<file path="src/rtl/spi_pkg.sv">
// spi_pkg: shared defaults and FSM state encoding for the SPI frame sequencer
package spi_pkg;
  localparam int SPI_W_DEF = 8;
  localparam logic [7:0] FILL_WORD_DEF = 8'hFF;
  typedef enum logic [3:0] {
    RST0, RST1, ST_LOAD, TX_LOAD, BUSY_WAIT, RRDY_LOW, RX_WAIT, RX_REQ, RX_CAP, FRAME_OUT
  } state_t;
endpackage

</file>
<file path="src/rtl/spi_frame_txbuf.sv">
// spi_frame_txbuf: shadow/active tx frame buffers with valid/ready intake and per-word select
module spi_frame_txbuf #(
  parameter int SPI_W = 8,
  parameter int FRAME_WORDS = 4,
  parameter int WCW = 2,
  parameter logic [SPI_W-1:0] FILL_WORD = '1
) (
  input  logic                         clk,
  input  logic                         rst,
  input  logic                         en,
  input  logic                         start,
  input  logic [WCW-1:0]               word_cnt,
  input  logic [SPI_W*FRAME_WORDS-1:0] tx_frame,
  input  logic                         tx_frame_valid,
  output logic                         tx_frame_ready,
  output logic                         tx_underrun,
  output logic [SPI_W-1:0]             word
);
  localparam int FW = SPI_W * FRAME_WORDS;
  logic [FW-1:0] shadow, active, src;
  logic full;
  assign tx_frame_ready = en && !full;
  // at frame start the word-0 select sees the frame being moved in, not the stale active one
  assign src = start ? (full ? shadow : {FRAME_WORDS{FILL_WORD}}) : active;
  assign word = src[(FRAME_WORDS-1-int'(word_cnt))*SPI_W +: SPI_W];
  always_ff @(posedge clk or negedge rst)
    if (!rst) begin
      shadow <= '0;
      active <= '0;
      full <= 1'b0;
      tx_underrun <= 1'b0;
    end else begin
      tx_underrun <= start && !full;
      if (start) begin
        active <= src;
        full <= 1'b0;
      end
      if (tx_frame_valid && tx_frame_ready) begin
        shadow <= tx_frame;
        full <= 1'b1;
      end
    end
endmodule

</file>
<file path="src/rtl/spi_frame_ctrl.sv">
// spi_frame_ctrl: SPI slave frame sequencer with rx frame assembly, tx buffering and inactivity timeout
module spi_frame_ctrl import spi_pkg::*; #(
  parameter int SPI_W = SPI_W_DEF,
  parameter int FRAME_WORDS = 4,
  parameter int TIMEOUT_CYC = 1024,
  parameter logic [SPI_W-1:0] FILL_WORD = SPI_W'(FILL_WORD_DEF)
) (
  input  logic                         clk,
  input  logic                         rst,
  input  logic                         echo_mode,
  output logic [SPI_W*FRAME_WORDS-1:0] rx_frame,
  output logic                         rx_frame_valid,
  input  logic                         rx_frame_ready,
  input  logic [SPI_W*FRAME_WORDS-1:0] tx_frame,
  input  logic                         tx_frame_valid,
  output logic                         tx_frame_ready,
  output logic                         tx_underrun,
  output logic                         frame_err,
  output logic                         spi_rst,
  output logic                         spi_rx_req,
  output logic                         spi_st_load_en,
  output logic                         spi_st_load_trdy,
  output logic                         spi_st_load_rrdy,
  output logic                         spi_st_load_roe,
  output logic                         spi_tx_load_en,
  output logic [SPI_W-1:0]             spi_tx_data,
  input  logic                         spi_trdy,
  input  logic                         spi_rrdy,
  input  logic                         spi_busy,
  input  logic [SPI_W-1:0]             spi_rx_data
);
  localparam int WCW = FRAME_WORDS > 1 ? $clog2(FRAME_WORDS) : 1;
  localparam int TCW = $clog2(TIMEOUT_CYC);
  localparam logic [WCW-1:0] LAST = WCW'(FRAME_WORDS - 1);
  localparam logic [TCW-1:0] TMAX = TCW'(TIMEOUT_CYC - 1);
  state_t state, state_n;
  logic [WCW-1:0] word_cnt, word_cnt_n;
  logic [TCW-1:0] tmo, tmo_n;
  logic [SPI_W-1:0] last_rx, buf_word;
  logic echo_q, echo_n, tx_load, frame_start, timing, abort;
  assign tx_load = state == TX_LOAD;
  assign frame_start = tx_load && word_cnt == '0;
  assign echo_n = frame_start ? echo_mode : echo_q;
  assign spi_st_load_trdy = 1'b0;
  assign spi_st_load_rrdy = 1'b0;
  assign spi_st_load_roe = 1'b0;
  spi_frame_txbuf #(.SPI_W(SPI_W), .FRAME_WORDS(FRAME_WORDS), .WCW(WCW), .FILL_WORD(FILL_WORD)) u_txbuf (
    .clk(clk),
    .rst(rst),
    .en(state != RST0 && state != RST1),
    .start(frame_start && !echo_mode),
    .word_cnt(word_cnt),
    .tx_frame(tx_frame),
    .tx_frame_valid(tx_frame_valid),
    .tx_frame_ready(tx_frame_ready),
    .tx_underrun(tx_underrun),
    .word(buf_word)
  );
  always_comb begin
    state_n = state;
    word_cnt_n = word_cnt;
    tmo_n = tmo;
    abort = 1'b0;
    // only gaps inside a frame are timed; waiting for word 0 may last forever
    timing = (state == BUSY_WAIT || state == RRDY_LOW || state == RX_WAIT) && word_cnt != '0;
    if (timing && tmo == TMAX) begin
      abort = 1'b1;
      state_n = RST1;
      word_cnt_n = '0;
    end else begin
      tmo_n = timing ? tmo + 1'b1 : tmo;
      case (state)
        RST0:      state_n = RST1;
        RST1:      state_n = ST_LOAD;
        ST_LOAD:   state_n = TX_LOAD;
        TX_LOAD:   state_n = BUSY_WAIT;
        BUSY_WAIT: state_n = spi_busy ? RRDY_LOW : BUSY_WAIT;
        RRDY_LOW:  state_n = spi_rrdy ? RRDY_LOW : RX_WAIT;
        RX_WAIT:   state_n = spi_rrdy ? RX_REQ : RX_WAIT;
        RX_REQ:    state_n = spi_busy ? RX_REQ : RX_CAP;
        RX_CAP: begin
          state_n = word_cnt == LAST ? FRAME_OUT : TX_LOAD;
          word_cnt_n = word_cnt == LAST ? word_cnt : word_cnt + 1'b1;
        end
        FRAME_OUT: begin
          state_n = rx_frame_valid && rx_frame_ready ? TX_LOAD : FRAME_OUT;
          word_cnt_n = rx_frame_valid && rx_frame_ready ? '0 : word_cnt;
        end
        default:   state_n = RST0;
      endcase
    end
    if (state_n == TX_LOAD && state != TX_LOAD) tmo_n = '0;
  end
  always_ff @(posedge clk or negedge rst)
    if (!rst) begin
      state <= RST0;
      word_cnt <= '0;
      tmo <= '0;
      echo_q <= 1'b0;
      last_rx <= '0;
      rx_frame <= '0;
      rx_frame_valid <= 1'b0;
      frame_err <= 1'b0;
      spi_rst <= 1'b0;
      spi_rx_req <= 1'b0;
      spi_st_load_en <= 1'b0;
      spi_tx_load_en <= 1'b0;
      spi_tx_data <= '0;
    end else begin
      state <= state_n;
      word_cnt <= word_cnt_n;
      tmo <= tmo_n;
      echo_q <= echo_n;
      spi_rst <= state != RST0;
      spi_st_load_en <= state == ST_LOAD;
      spi_tx_load_en <= tx_load;
      spi_rx_req <= state == RX_REQ && !spi_busy;
      frame_err <= abort;
      rx_frame_valid <= state == FRAME_OUT && !(rx_frame_valid && rx_frame_ready);
      if (tx_load) spi_tx_data <= echo_n ? last_rx : buf_word;
      if (state == RX_CAP) begin
        rx_frame[(FRAME_WORDS-1-int'(word_cnt))*SPI_W +: SPI_W] <= spi_rx_data;
        last_rx <= spi_rx_data;
      end
    end
endmodule
</file>
<file path="config.mk">
export PLATFORM = sky130hd
export DESIGN_NAME = spi_frame_ctrl
export DESIGN_NICKNAME = d
export VERILOG_FILES = /design/src/rtl/spi_pkg.sv /design/src/rtl/spi_frame_txbuf.sv /design/src/rtl/spi_frame_ctrl.sv
export SDC_FILE = /design/constraint.sdc
export NUM_CORES = 1
export LEC_CHECK = 0
export ABC_CLOCK_PERIOD_IN_PS = 6020
export BUFFER_PORTS_ARGS = -buffer_cell sky130_fd_sc_hd__buf_2
export CORE_MARGIN = 1.5
export CORE_UTILIZATION = 60
export DETAILED_ROUTE_END_ITERATION = 10
export GPL_ROUTABILITY_DRIVEN = 0
export HOLD_SLACK_MARGIN = 0.08
export PLACE_DENSITY_LB_ADDON = 0.2
export SYNTH_ARGS = -nofsm -noshare
export SYNTH_HDL_FRONTEND = slang
export SYNTH_SLANG_ARGS = --single-unit
</file>
<file path="constraint.sdc">
create_clock -name clk -period 6.02 [get_ports clk]
set_input_delay 1.204 -clock clk [delete_from_list [all_inputs] [get_ports clk]]
set_output_delay 1.204 -clock clk [all_outputs]
set_load 0.005 [all_outputs]
</file>
==> summary.txt, run 1 <==
Outcome
  – Status: complete, no violations

Timing
  – RSZ-0062 raised after global routing: no
  – Slew Limit Fails: 0
  – Worst hold slack: between 0.4 and 0.5 ns
  – Final Hold Fails: 0
  – Period utilization: 56.0%
  – Setup-failing EPs final: 0
  – Final setup margin: about 2.6 ns
  – Crit path time final: 3.37 ns
  – Relative slew slack: between 10% and 20%
  – Slew of the pin with the lowest slew margin: 1.23 ns
  – Clock Skew: between 0.01 and 0.015 ns
  – Sum Neg Setup Slack: 0 ns
  – Fmax: around 300 MHz

Synth
  – Post-synthesis compound-gate area fraction: between 10 and 15%
  – Share of flip-flops with an asynchronous set or reset: 100%
  – Post-Synth Adder-Cell Area: 1.06%
  – Post-synth top area share: 58.2%
  – Post-synth top flop: dfrtp_1
  – Post-Syn Area: just under 6000 µm²
  – Main combinational cell family by area after synthesis: simple AND/OR/NAND/NOR gates
  – #FFs+latches synth: between 100 and 150
  – Cells after synthesis: approximately 570
  – Post-synth EDFFs: 0
  – Synth Area in XOR/XNOR: 1.34%
  – Post-synthesis mux area share: under 10%
  – Area leader, netlist: dfrtp_1
  – Sequential cell area fraction in the yosys report: around 58%
  – Synth warnings: 0
  – Top cells by area, synth: dfrtp_1, nand2_1, o21ai_0
  – Syn_area_per_cell: 10.4 µm²
  – Post-Synth Simple-Gate Area: 15.4%
  – Post-synth cell types: between 50 and 60

Cells and area
  – Final core occ: between 70 and 80%
  – Layout cells sized above 1: a little under a quarter
  – Finished Cell Area: approximately 7000 µm²
  – Most frequent cells in the layout: dfrtp_1, buf_2, nand2_1, nor2_1, o21ai_0
  – Nets: ~710
  – Antenna fix cells: 0
  – Synth-to-layout area growth: 18.6%
  – Commonest non-fill, non-tap cell in the layout: dfrtp_1
  – Layout filler cell count: around 660

Setup path
  – Worst Setup Path Type: flip-flop to flip-flop
  – Crit path max-delay family: simple AND/OR/NAND/NOR gates
  – Crit-path cells: inv_1 -> ha_1 -> nor2b_1 -> and2_1 -> buf_4 -> nor2_1 -> o32ai_1 -> a221oi_1 -> o21ai_1
  – Worst Setup Start Kind: flip-flop
  – R2R Path Start: word_cnt[0]
  – Critical path peak fanout: 52
  – Reg2reg setup slack: between 2 and 3 ns
  – Crit path launch: word_cnt[0]
  – Crit path buf inv count: 2
  – Critical path's slowest cell: nor2b_1
  – FF-to-FF End: spi_tx_data[2]
  – Crit path DAT: approximately 3.8 ns
  – CP Capture Type: flip-flop
  – FF-to-FF path depth: 9
  – Worst path max stage delay: approximately 0.67 ns
  – Critical Path RT: between 6 and 7 ns

Clock tree
  – Max Root-Sink Buffers: 2
  – CTS Buf Count: 17
  – Worst-skew pair later-pin latency: 0.52 ns
  – TritonCTS clock tree: built
  – Post-CTS Hold Fix Bufs: 0
  – CTS Root Cell: clkbuf_8
  – Clk sink count: approximately 140
  – Number of gates resized after CTS: 0
  – Clock transition at the registers of the reported paths: approximately 0.060 ns
  – Setup bufs post-CTS: 0
  – H-tree levels: 4

Pwr
  – Pwr/cell area: 524 nW/µm²
  – Leak: around 0.0032 µW
  – VDD IR max: around 260 µV

Floorplanning
  – Die Y: about 100 µm
  – Starting Density: a little over three fifths
  – Area of the core: roughly 9400 µm²
  – Cell Rows: 35
  – DIE AREA: 10400 µm²
  – IO Count: between 90 and 100
  – Die X: about 100 µm

Global routing
  – Initial antenna violation count: 0
  – Global-route wire length before repair: just over 20000 µm
  – Grt total ovfl: 0
  – Number of global-route vias before repair: between 4000 and 5000
  – Largest net degree at the start of global routing: 60
  – Gr usage total: a little over a quarter

Worst hold path
  – Min-delay worst type: flip-flop to flip-flop
  – Hold depth: 2
  – HP Start: rx_frame[31]
  – WHS Endpoint: rx_frame[31]

Route
  – Antenna-violating nets left: 0
  – DR pass1 iterations: 5
  – Post-route DRC: 0
  – Final WL: roughly 13000 µm
  – Via count: ~4500
  – Wire per inst: 16.3 µm
  – First DRT Iteration DRCs: 270
  – Via density: 5.71

Place
  – DP Worst Slack: between 2 and 2.5 ns
  – HPWL Detailed: 8490 µm
  – Placed inst area: 6370 µm²
  – IO buf count: 94

Flow run
  – Max-capacitance violation count: 0
registers in the layout, summed over array words and instances, names as in the netlist:
signal	flops
tmo	10
spi_tx_data	8
u_txbuf.full	1
frame_err	1
echo_q	1
u_txbuf.active	32
state	4
u_txbuf.shadow	32
spi_st_load_en	1
rx_frame_valid	1
last_rx	8
rx_frame	32
spi_rst	1
word_cnt	2
u_txbuf.tx_underrun	1
spi_tx_load_en	1
spi_rx_req	1
layout make-up:
cell class / instances / area, µm² / share of cell area [%]
Timing Repair Buffer: 98 / 503 / 7.20
Inverter: 31 / 116 / 1.67
Sequential cell: 137 / 3430 / 49.1
Clock inverter: 14 / 196 / 2.81
Clock buffer: 18 / 418 / 5.98
Multi-Input combinational cell: 367 / 2160 / 31.0
Tap cell: 129 / 161 / 2.31
worst min-delay path, cell delays in order, from the launching register on:
cell and delay [ns]:
dfrtp_1 0.34, nand2_1 0.04, o21ai_0 0.06
worst max-delay path by stage:
stage	endpoint	slack, ns	cells past startpoint
floorplan	spi_tx_data[3]	3.41	9
global placement	spi_tx_data[0]	2.59	8
detailed placement	spi_tx_data[2]	2.49	8
CTS	spi_tx_data[2]	2.70	9
global route	spi_tx_data[0]	2.38	9
finish	spi_tx_data[2]	2.65	9
routing by layer:
metal  GRT usage, %  share of wire (%)  vias to the layer above
li1               -                  -                     2129
met1           33.8                 42                     2221
met2           42.7                 50                      160
met3           6.63                6.2                       26
met4           10.3                1.9                        0
met5              0                  0                        -
kinds of logic (layout without fill, tap and decap cells):
family,after synthesis,count (layout)
XOR/XNOR,9,9
buffers and inverters,64,161
other,1,3
multiplexers,21,21
AO/OA/AOI/OAI,132,132
AND/OR/NAND/NOR,197,197
adder cells (fa/ha/maj),5,5
flip-flops,137,137
stage by stage:
stage	power (µW)	cells
floorplan	2250	568
global placement	2510	762
detailed placement	2570	762
CTS	3670	794
global route	3890	794
finish	3660	794
synth_stat cells (3+ instances only):
library cell / instances
a22oi_1: 9
mux2_2: 20
dfrtp_1: 137
buf_6: 4
ha_1: 5
a31oi_1: 18
inv_1: 30
a22o_1: 9
nor4b_1: 3
o32ai_1: 5
nand2_1: 90
clkbuf_1: 18
buf_4: 5
o21ai_0: 51
xor2_1: 3
o22ai_1: 4
nand3b_1: 4
nor3_1: 5
and2_1: 3
nand4_1: 4
a221oi_1: 6
a31oi_2: 4
and3_1: 5
o21ai_1: 7
a21oi_1: 10
nor3b_1: 7
buf_2: 5
xnor2_1: 6
nor2_1: 54
nor2b_1: 5
nand3_1: 5
power by group:
| part | total [µW] | switching, µW | internal (µW) | leakage (µW) |
|---|---|---|---|---|
| Sequential | 1520 | 236 | 1280 | 0.00162 |
| Clock | 1070 | 395 | 675 | 0.000292 |
| Combinational | 1070 | 627 | 447 | 0.00131 |
No activity file was read; power rests on OpenSTA's default activity.
==> run 2: changes to the inputs <==
--- a/config.mk
+++ b/config.mk
@@ -5,10 +5,10 @@
 export SDC_FILE = /design/constraint.sdc
 export NUM_CORES = 1
 export LEC_CHECK = 0
-export ABC_CLOCK_PERIOD_IN_PS = 6020
+export ABC_CLOCK_PERIOD_IN_PS = 3300
 export BUFFER_PORTS_ARGS = -buffer_cell sky130_fd_sc_hd__buf_2
 export CORE_MARGIN = 1.5
-export CORE_UTILIZATION = 60
+export CORE_UTILIZATION = 56
 export DETAILED_ROUTE_END_ITERATION = 10
 export GPL_ROUTABILITY_DRIVEN = 0
 export HOLD_SLACK_MARGIN = 0.08
==> constraint.sdc (replaced) <==
create_clock -name clk -period 3.3 [get_ports clk]
set_input_delay 0.66 -clock clk [delete_from_list [all_inputs] [get_ports clk]]
set_output_delay 0.66 -clock clk [all_outputs]
set_load 0.005 [all_outputs]
==> run 2 against run 1 <==
Against the previous run: global-route usage decreased by 1.6 points; wire length decreased by 2.1%; clock skew decreased by 0.0057 ns; combinational power increased by 89%; setup slack got worse by 2.1 ns; sequential share of layout area decreased by 0.50 points; largest power group unchanged; core utilization decreased by 5.9 points; sequential cell count unchanged.
==> summary.txt, run 2 (synthesis results as in run 1) <==
Setup path
  – Critical Path RT: 3.75 ns (was 6.46 ns)
  – Crit-path cells: nand2_1 -> or3_1 -> inv_2 -> and2_1 -> buf_12 -> nor2_1 -> o32ai_1 -> a221oi_1 -> o21ai_1 (was inv_1 -> ha_1 -> nor2b_1 -> and2_1 -> buf_4 -> nor2_1 -> o32ai_1 -> a221oi_1 -> o21ai_1)
  – Worst Setup Start Kind: flip-flop (unchanged)
  – Critical path's slowest cell: dfrtp_1 (was nor2b_1)
  – Critical path peak fanout: 52 (unchanged)
  – CP Capture Type: flip-flop (unchanged)
  – Worst Setup Path Type: flip-flop to flip-flop (unchanged)
  – Worst path max stage delay: 0.63 ns (was 0.67 ns)
  – Reg2reg setup slack: 0.54 ns (was 2.65 ns)
  – Crit path DAT: 3.21 ns (was 3.81 ns)

Route
  – Post-route DRC: 0 (unchanged)
  – Via density: 5.49 (was 5.71)
  – Final WL: 12700 µm (was 12900 µm)
  – DR pass1 iterations: 5 (unchanged)
  – Wire per inst: 15.7 µm (was 16.3 µm)
  – First DRT Iteration DRCs: 272 (was 270)
  – Via count: 4434 (was 4536)
  – Antenna-violating nets left: 0 (unchanged)

Clock tree
  – Number of gates resized after CTS: 0 (unchanged)
  – TritonCTS clock tree: built (unchanged)
  – H-tree levels: 4 (unchanged)
  – Max Root-Sink Buffers: 2 (unchanged)
  – Clk sink count: 137 (unchanged)
  – Worst-skew pair later-pin latency: 0.52 ns (about the same)
  – Post-CTS Hold Fix Bufs: 0 (unchanged)
  – CTS Buf Count: 17 (unchanged)
  – Setup bufs post-CTS: 0 (unchanged)
  – Clock transition at the registers of the reported paths: 0.06 ns (about the same)
  – CTS Root Cell: clkbuf_8 (unchanged)

Cells and area
  – Antenna fix cells: 0 (unchanged)
  – Regs by FF count: rx_frame (32), u_txbuf.active (32), u_txbuf.shadow (32) (unchanged)
  – Commonest non-fill, non-tap cell in the layout: dfrtp_1 (unchanged)
  – Layout filler cell count: 797 (was 659)
  – Layout cells sized above 1: 24.6% (was 23.9%)
  – Register area: 3430 µm² (unchanged)
  – Final core occ: 68.7% (was 74.5%)
  – Finished Cell Area: 7060 µm² (was 6990 µm²)
  – Most frequent cells in the layout: dfrtp_1, buf_2, nand2_1, nor2_1, o21ai_0 (unchanged)
  – Multi-input logic area: 2160 µm² (unchanged)
  – Nets: 711 (was 705)
  – Synth-to-layout area growth: 19.8% (was 18.6%)

Floorplanning
  – DIE AREA: 11100 µm² (was 10400 µm²)
  – Cell Rows: 37 (was 35)
  – Die Y: 106 µm (was 102 µm)
  – Area of the core: 10300 µm² (was 9370 µm²)
  – Die X: 106 µm (was 102 µm)
  – IO Count: 99 (unchanged)
  – Starting Density: 57.3% (was 62.8%)

Pwr
  – Sequential group share of total power: 40.6% (was 41.4%)
  – Leak: 0.00326 µW (was 0.00322 µW)
  – VDD IR max: 396 µV (was 255 µV)
  – Clk network pwr share: 29.0% (was 29.2%)
  – Final Power: 6660 µW (was 3660 µW)
  – Switching power total: 2230 µW (was 1260 µW)
  – Comb pwr share: 30.4% (was 29.3%)
  – P_int: 4420 µW (was 2400 µW)
  – Sw Ratio: 33.6% (was 34.4%)
  – Pwr/cell area: 943 nW/µm² (was 524 nW/µm²)

Timing
  – Fmax: 362 MHz (was 297 MHz)
  – RSZ-0062 raised after global routing: no (unchanged)
  – Clock Skew: 0.00584 ns (was 0.0115 ns)
  – Sum Neg Setup Slack: 0 ns (unchanged)
  – Period utilization: 83.7% (was 56.0%)
  – Slew of the pin with the lowest slew margin: 0.992 ns (was 1.23 ns)
  – Final setup margin: 0.538 ns (was 2.65 ns)
  – Crit path time final: 2.76 ns (was 3.37 ns)
  – Final Hold Fails: 0 (unchanged)
  – Slew Limit Fails: 0 (unchanged)
  – Setup-failing EPs final: 0 (unchanged)
  – Relative slew slack: 33.4% (was 17.9%)

Worst hold path
  – Min-delay worst type: primary input to asynchronous set/reset pin (was flip-flop to flip-flop)

Global routing
  – Grt total ovfl: 0 (unchanged)
  – Initial antenna violation count: 0 (unchanged)
  – Number of global-route vias before repair: 4260 (was 4214)
  – Gr usage total: 24.5% (was 26.1%)
  – Global-route wire length before repair: 21100 µm (was 20600 µm)
  – Largest net degree at the start of global routing: 62 (was 60)

Place
  – HPWL Detailed: 8550 µm (was 8490 µm)
  – IO buf count: 94 (unchanged)
  – Placed inst area: 6450 µm² (was 6370 µm²)
  – DP Worst Slack: 0.631 ns (was 2.49 ns)

Flow run
  – Max-capacitance violation count: 0 (unchanged)

Outcome
  – Status: complete, no violations (unchanged)
run 2: changes by cell type in the layout (fill, tap and decap cells not counted):
cell / previous run / this run
inv_6: 2 / 0
buf_4: 5 / 9
clkbuf_8: 1 / 2
clkinv_2: 2 / 5
buf_12: 0 / 2
clkinv_4: 3 / 1
run 2: critical path, delay by kind of cell, from the launching register on:
family,cells,cell delay [ns]
DFF,1,0.63
buffers and inverters,2,0.43
and+or+nand+nor,4,0.86
AOI/OAI and AO/OA,3,0.73
run 2: through the flow:
stage	cells	hold slack (ns)
6_report	807	0.132
2_1_floorplan	568	0.364
5_1_grt	807	0.170
3_5_place_dp	775	0.465
3_3_place_gp	775	0.455
4_1_cts	807	0.149
run 2: power groups by stage:
stage	Sequential [µW]	Combinational (µW)	Clock (µW)
3_3_place_gp	2690	1950	0
5_1_grt	2780	2290	2040
2_1_floorplan	2600	1500	0
3_5_place_dp	2720	2020	0
6_report	2710	2020	1930
4_1_cts	2700	2040	1950
run 2: worst paths after layout:
check | start | endpoint | cells past startpoint
worst min-delay path | rst | rx_frame[31] | 1
worst max-delay path | state[0] | spi_tx_data[5] | 9
worst max register to register | state[0] | spi_tx_data[5] | 9
max in group asynchronous | rst | u_txbuf.shadow[23] | 2
min in group clk | tx_frame[29] | u_txbuf.shadow[29] | 3
worst min register to register | rx_frame[11] | rx_frame[11] | 2
run 2: final cells by class:
type | count | share of cell area [%]
multi-input cells | 367 | 30.6
repair buffers | 104 | 8.12
clock buffers | 19 | 6.12
inverters | 31 | 1.65
well taps | 136 | 2.41
clock inverters | 13 | 2.50
flip-flops and latches | 137 | 48.6
run 2: metal layers:
layer / vias up / wire (µm) / track usage (%)
li1: 2139 / - / -
met1: 2174 / 5830 / 33.2
met2: 108 / 6190 / 39.4
met3: 13 / 510 / 5.94
met4: 0 / 129 / 7.53
met5: - / 0 / 0
==> run 3: changes to the inputs <==
--- a/config.mk
+++ b/config.mk
@@ -5,10 +5,11 @@
 export SDC_FILE = /design/constraint.sdc
 export NUM_CORES = 1
 export LEC_CHECK = 0
-export ABC_CLOCK_PERIOD_IN_PS = 3300
+export ABC_AREA = 1
+export ABC_CLOCK_PERIOD_IN_PS = 2900
 export BUFFER_PORTS_ARGS = -buffer_cell sky130_fd_sc_hd__buf_2
 export CORE_MARGIN = 1.5
-export CORE_UTILIZATION = 56
+export CORE_UTILIZATION = 57
 export DETAILED_ROUTE_END_ITERATION = 10
 export GPL_ROUTABILITY_DRIVEN = 0
 export HOLD_SLACK_MARGIN = 0.08
==> constraint.sdc (replaced) <==
create_clock -name clk -period 2.9 [get_ports clk]
set_input_delay 0.58 -clock clk [delete_from_list [all_inputs] [get_ports clk]]
set_output_delay 0.58 -clock clk [all_outputs]
set_load 0.005 [all_outputs]
==> run 3 against run 2 <==
Against the previous run: combinational power rose by 48%; sequential share of layout area fell by 2.8 points; clock power rose by 6%; setup slack improved by 0.0083 ns; critical endpoint is now tmo[9]; largest cell class unchanged; highest routed layer unchanged.
==> summary.txt, run 3 <==
Global routing
  – Global-route wire length before repair: 24400 µm (was 21100 µm)
  – Largest net degree at the start of global routing: 48 (was 62)
  – Initial antenna violation count: 0 (unchanged)
  – Grt total ovfl: 0 (unchanged)
  – Number of global-route vias before repair: 5103 (was 4260)
  – Gr usage total: 27.3% (was 24.5%)

Timing
  – Period utilization: 81.2% (was 83.7%)
  – Sum Neg Setup Slack: 0 ns (unchanged)
  – Slew of the pin with the lowest slew margin: 0.647 ns (was 0.992 ns)
  – Relative slew slack: 56.7% (was 33.4%)
  – Fmax: 425 MHz (was 362 MHz)
  – Final Hold Fails: 0 (unchanged)
  – Clock Skew: 0.0106 ns (was 0.00584 ns)
  – RSZ-0062 raised after global routing: no (unchanged)
  – Setup-failing EPs final: 0 (unchanged)
  – Crit path time final: 2.35 ns (was 2.76 ns)
  – Worst hold slack: 0.247 ns (was 0.132 ns)
  – Slew Limit Fails: 0 (unchanged)

Pwr
  – Leak: 0.00375 µW (was 0.00326 µW)
  – Sw Ratio: 38.3% (was 33.6%)
  – P_int: 5030 µW (was 4420 µW)
  – VDD IR max: 535 µV (was 396 µV)
  – Clk network pwr share: 25.1% (was 29.0%)
  – Comb pwr share: 36.5% (was 30.4%)
  – Sequential group share of total power: 38.3% (was 40.6%)
  – Pwr/cell area: 1090 nW/µm² (was 943 nW/µm²)
  – Switching power total: 3120 µW (was 2230 µW)

Setup path
  – Critical Path RT: 3.37 ns (was 3.75 ns)
  – CP Capture Type: flip-flop (unchanged)
  – Worst Setup Start Kind: flip-flop (unchanged)
  – Worst Setup Path Type: flip-flop to flip-flop (unchanged)
  – Critical path peak fanout: 25 (was 52)
  – Crit path DAT: 2.82 ns (was 3.21 ns)

Cells and area
  – Layout filler cell count: 874 (was 797)
  – Most frequent cells in the layout: nand2_1, dfrtp_1, buf_2, nand3_1, inv_1 (was dfrtp_1, buf_2, nand2_1, nor2_1, o21ai_0)
  – Layout cells sized above 1: 18.5% (was 24.6%)
  – Nets: 896 (was 711)
  – Commonest non-fill, non-tap cell in the layout: nand2_1 (was dfrtp_1)
  – Antenna fix cells: 0 (unchanged)
  – Regs by FF count: rx_frame (32), u_txbuf.active (32), u_txbuf.shadow (32) (unchanged)
  – Synth-to-layout area growth: 18.5% (was 19.8%)

Worst hold path
  – Min-delay worst type: primary input to flip-flop (was primary input to asynchronous set/reset pin)

Clock tree
  – Post-CTS Hold Fix Bufs: 1 (was 0)
  – Setup bufs post-CTS: 0 (unchanged)
  – CTS Root Cell: clkbuf_8 (unchanged)
  – Clk sink count: 137 (unchanged)
  – Number of gates resized after CTS: 0 (unchanged)
  – CTS Buf Count: 17 (unchanged)
  – Clock transition at the registers of the reported paths: 0.06 ns (about the same)
  – TritonCTS clock tree: built (unchanged)
  – H-tree levels: 4 (unchanged)
  – Worst-skew pair later-pin latency: 0.54 ns (was 0.52 ns)
  – Max Root-Sink Buffers: 2 (unchanged)

Floorplanning
  – Die X: 108 µm (was 106 µm)
  – DIE AREA: 11700 µm² (was 11100 µm²)
  – Cell Rows: 38 (was 37)
  – IO Count: 99 (unchanged)
  – Area of the core: 10800 µm² (was 10300 µm²)
  – Die Y: 108 µm (was 106 µm)
  – Starting Density: 58.3% (was 57.3%)

Synth
  – Area leader, netlist: dfrtp_1 (unchanged)
  – Sequential cell area fraction in the yosys report: 54.3% (was 58.2%)
  – Most frequent cells after synthesis: nand2_1, dfrtp_1, nand3_1 (was dfrtp_1, nand2_1, nor2_1)
  – Top-count cell post-synth: nand2_1 (was dfrtp_1)
  – Post-synth top area share: 54.3% (was 58.2%)
  – Share of flip-flops with an asynchronous set or reset: 100% (unchanged)
  – #FFs+latches synth: 137 (unchanged)
  – Post-synth top flop: dfrtp_1 (unchanged)
  – Post-synth cell types: 33 (was 53)
  – Post-Syn Area: 6320 µm² (was 5890 µm²)
  – Syn_area_per_cell: 8.44 µm² (was 10.4 µm²)
  – Top cells by area, synth: dfrtp_1, nand2_1, nand3_1 (was dfrtp_1, nand2_1, o21ai_0)
  – Synth warnings: 0 (unchanged)
  – Cells after synthesis: 749 (was 566)
  – Post-synth EDFFs: 0 (unchanged)

Route
  – Final WL: 15100 µm (was 12700 µm)
  – Via density: 5.56 (was 5.49)
  – First DRT Iteration DRCs: 411 (was 272)
  – Post-route DRC: 0 (unchanged)
  – Via count: 5542 (was 4434)
  – Wire per inst: 15.2 µm (was 15.7 µm)
  – Antenna-violating nets left: 0 (unchanged)
  – DR pass1 iterations: 6 (was 5)

Outcome
  – Status: complete, no violations (unchanged)

Place
  – HPWL Detailed: 10700 µm (was 8550 µm)
  – IO buf count: 94 (unchanged)

Flow run
  – Max-capacitance violation count: 0 (unchanged)
==> run 3: cell count changes in the layout (fill, tap and decap cells not counted), sizes merged, moves of 9 or more <==
cell | previous run | this run
mux2 | 20 | 8
inv | 31 | 70
nand3 | 5 | 70
a22o | 9 | 0
a31oi | 23 | 0
nand2 | 91 | 203
a22oi | 9 | 0
a21oi | 10 | 28
nand4 | 4 | 41
==> run 3: worst paths after layout <==
check                             startpoint  slack, ns                 end  depth (start not counted)
max in group asynchronous                rst       1.55          last_rx[3]                          3
worst min register to register    last_rx[4]       0.47          last_rx[4]                          2
worst min-delay path            tx_frame[28]       0.25  u_txbuf.shadow[28]                          2
min in group asynchronous                rst       0.60  u_txbuf.active[19]                          2
worst max register to register   word_cnt[1]       0.55              tmo[9]                          9
worst max-delay path             word_cnt[1]       0.55              tmo[9]                          9
==> run 3: per-layer routing <==
| layer | wire [µm] | global-route usage, % | vias up |
|---|---|---|---|
| li1 | - | - | 2624 |
| met1 | 6580 | 37.9 | 2650 |
| met2 | 7160 | 41.6 | 238 |
| met3 | 1100 | 6.51 | 30 |
| met4 | 288 | 10.6 | 0 |
| met5 | 0 | 0 | - |
==> run 3: kinds of logic after synthesis <==
family	share of synthesized area, %
xor gates and xnor gates	1.11
buffers and inverters	7.21
muxes	1.43
DFF	54.3
AOI/OAI and AO/OA	7.50
and+or+nand+nor	27.4
other	0.0593
adders and majority gates	0.990
==> run 3: area by class of cell <==
cell class	count	area, µm²	area share [%]
Clock inverter	8	95.1	1.27
Inverter	75	284	3.79
Tap cell	140	175	2.34
Clock buffer	24	460	6.15
Multi-Input combinational cell	503	2440	32.6
Timing Repair Buffer	109	601	8.02
Sequential cell	137	3430	45.8
==> run 3: power by group through the flow <==
stage / clock [µW] / combinational, µW / sequential, µW
global route: 2160 / 3350 / 3200
floorplan: 0 / 2060 / 3040
CTS: 2070 / 2980 / 3120
global placement: 0 / 2830 / 3100
detailed placement: 0 / 2950 / 3140
finish: 2050 / 2980 / 3120
==> run 3: metrics by stage <==
| step | util (%) | power, µW | setup WS, ns | std cells | instance area, µm² |
|---|---|---|---|---|---|
| global route | 69.1 | 8710 | 0.303 | 996 | 7490 |
| finish | 69.1 | 8150 | 0.546 | 996 | 7490 |
| CTS | 69.1 | 8170 | 0.529 | 996 | 7490 |
| floorplan | - | 5100 | 0.580 | 751 | 6330 |
| global placement | 63.9 | 5930 | 0.585 | 963 | 6920 |
| detailed placement | 63.9 | 6080 | 0.528 | 963 | 6920 |
==> run 3: worst max-delay path, cell delays in order (launching register included) <==
cell      delay, ns
dfrtp_1        0.60
clkinv_1       0.17
ha_1           0.27
buf_4          0.25
nor3_2         0.27
nand2_1        0.21
inv_2          0.16
nand3b_1       0.10
xor2_1         0.15
nor2_1         0.09
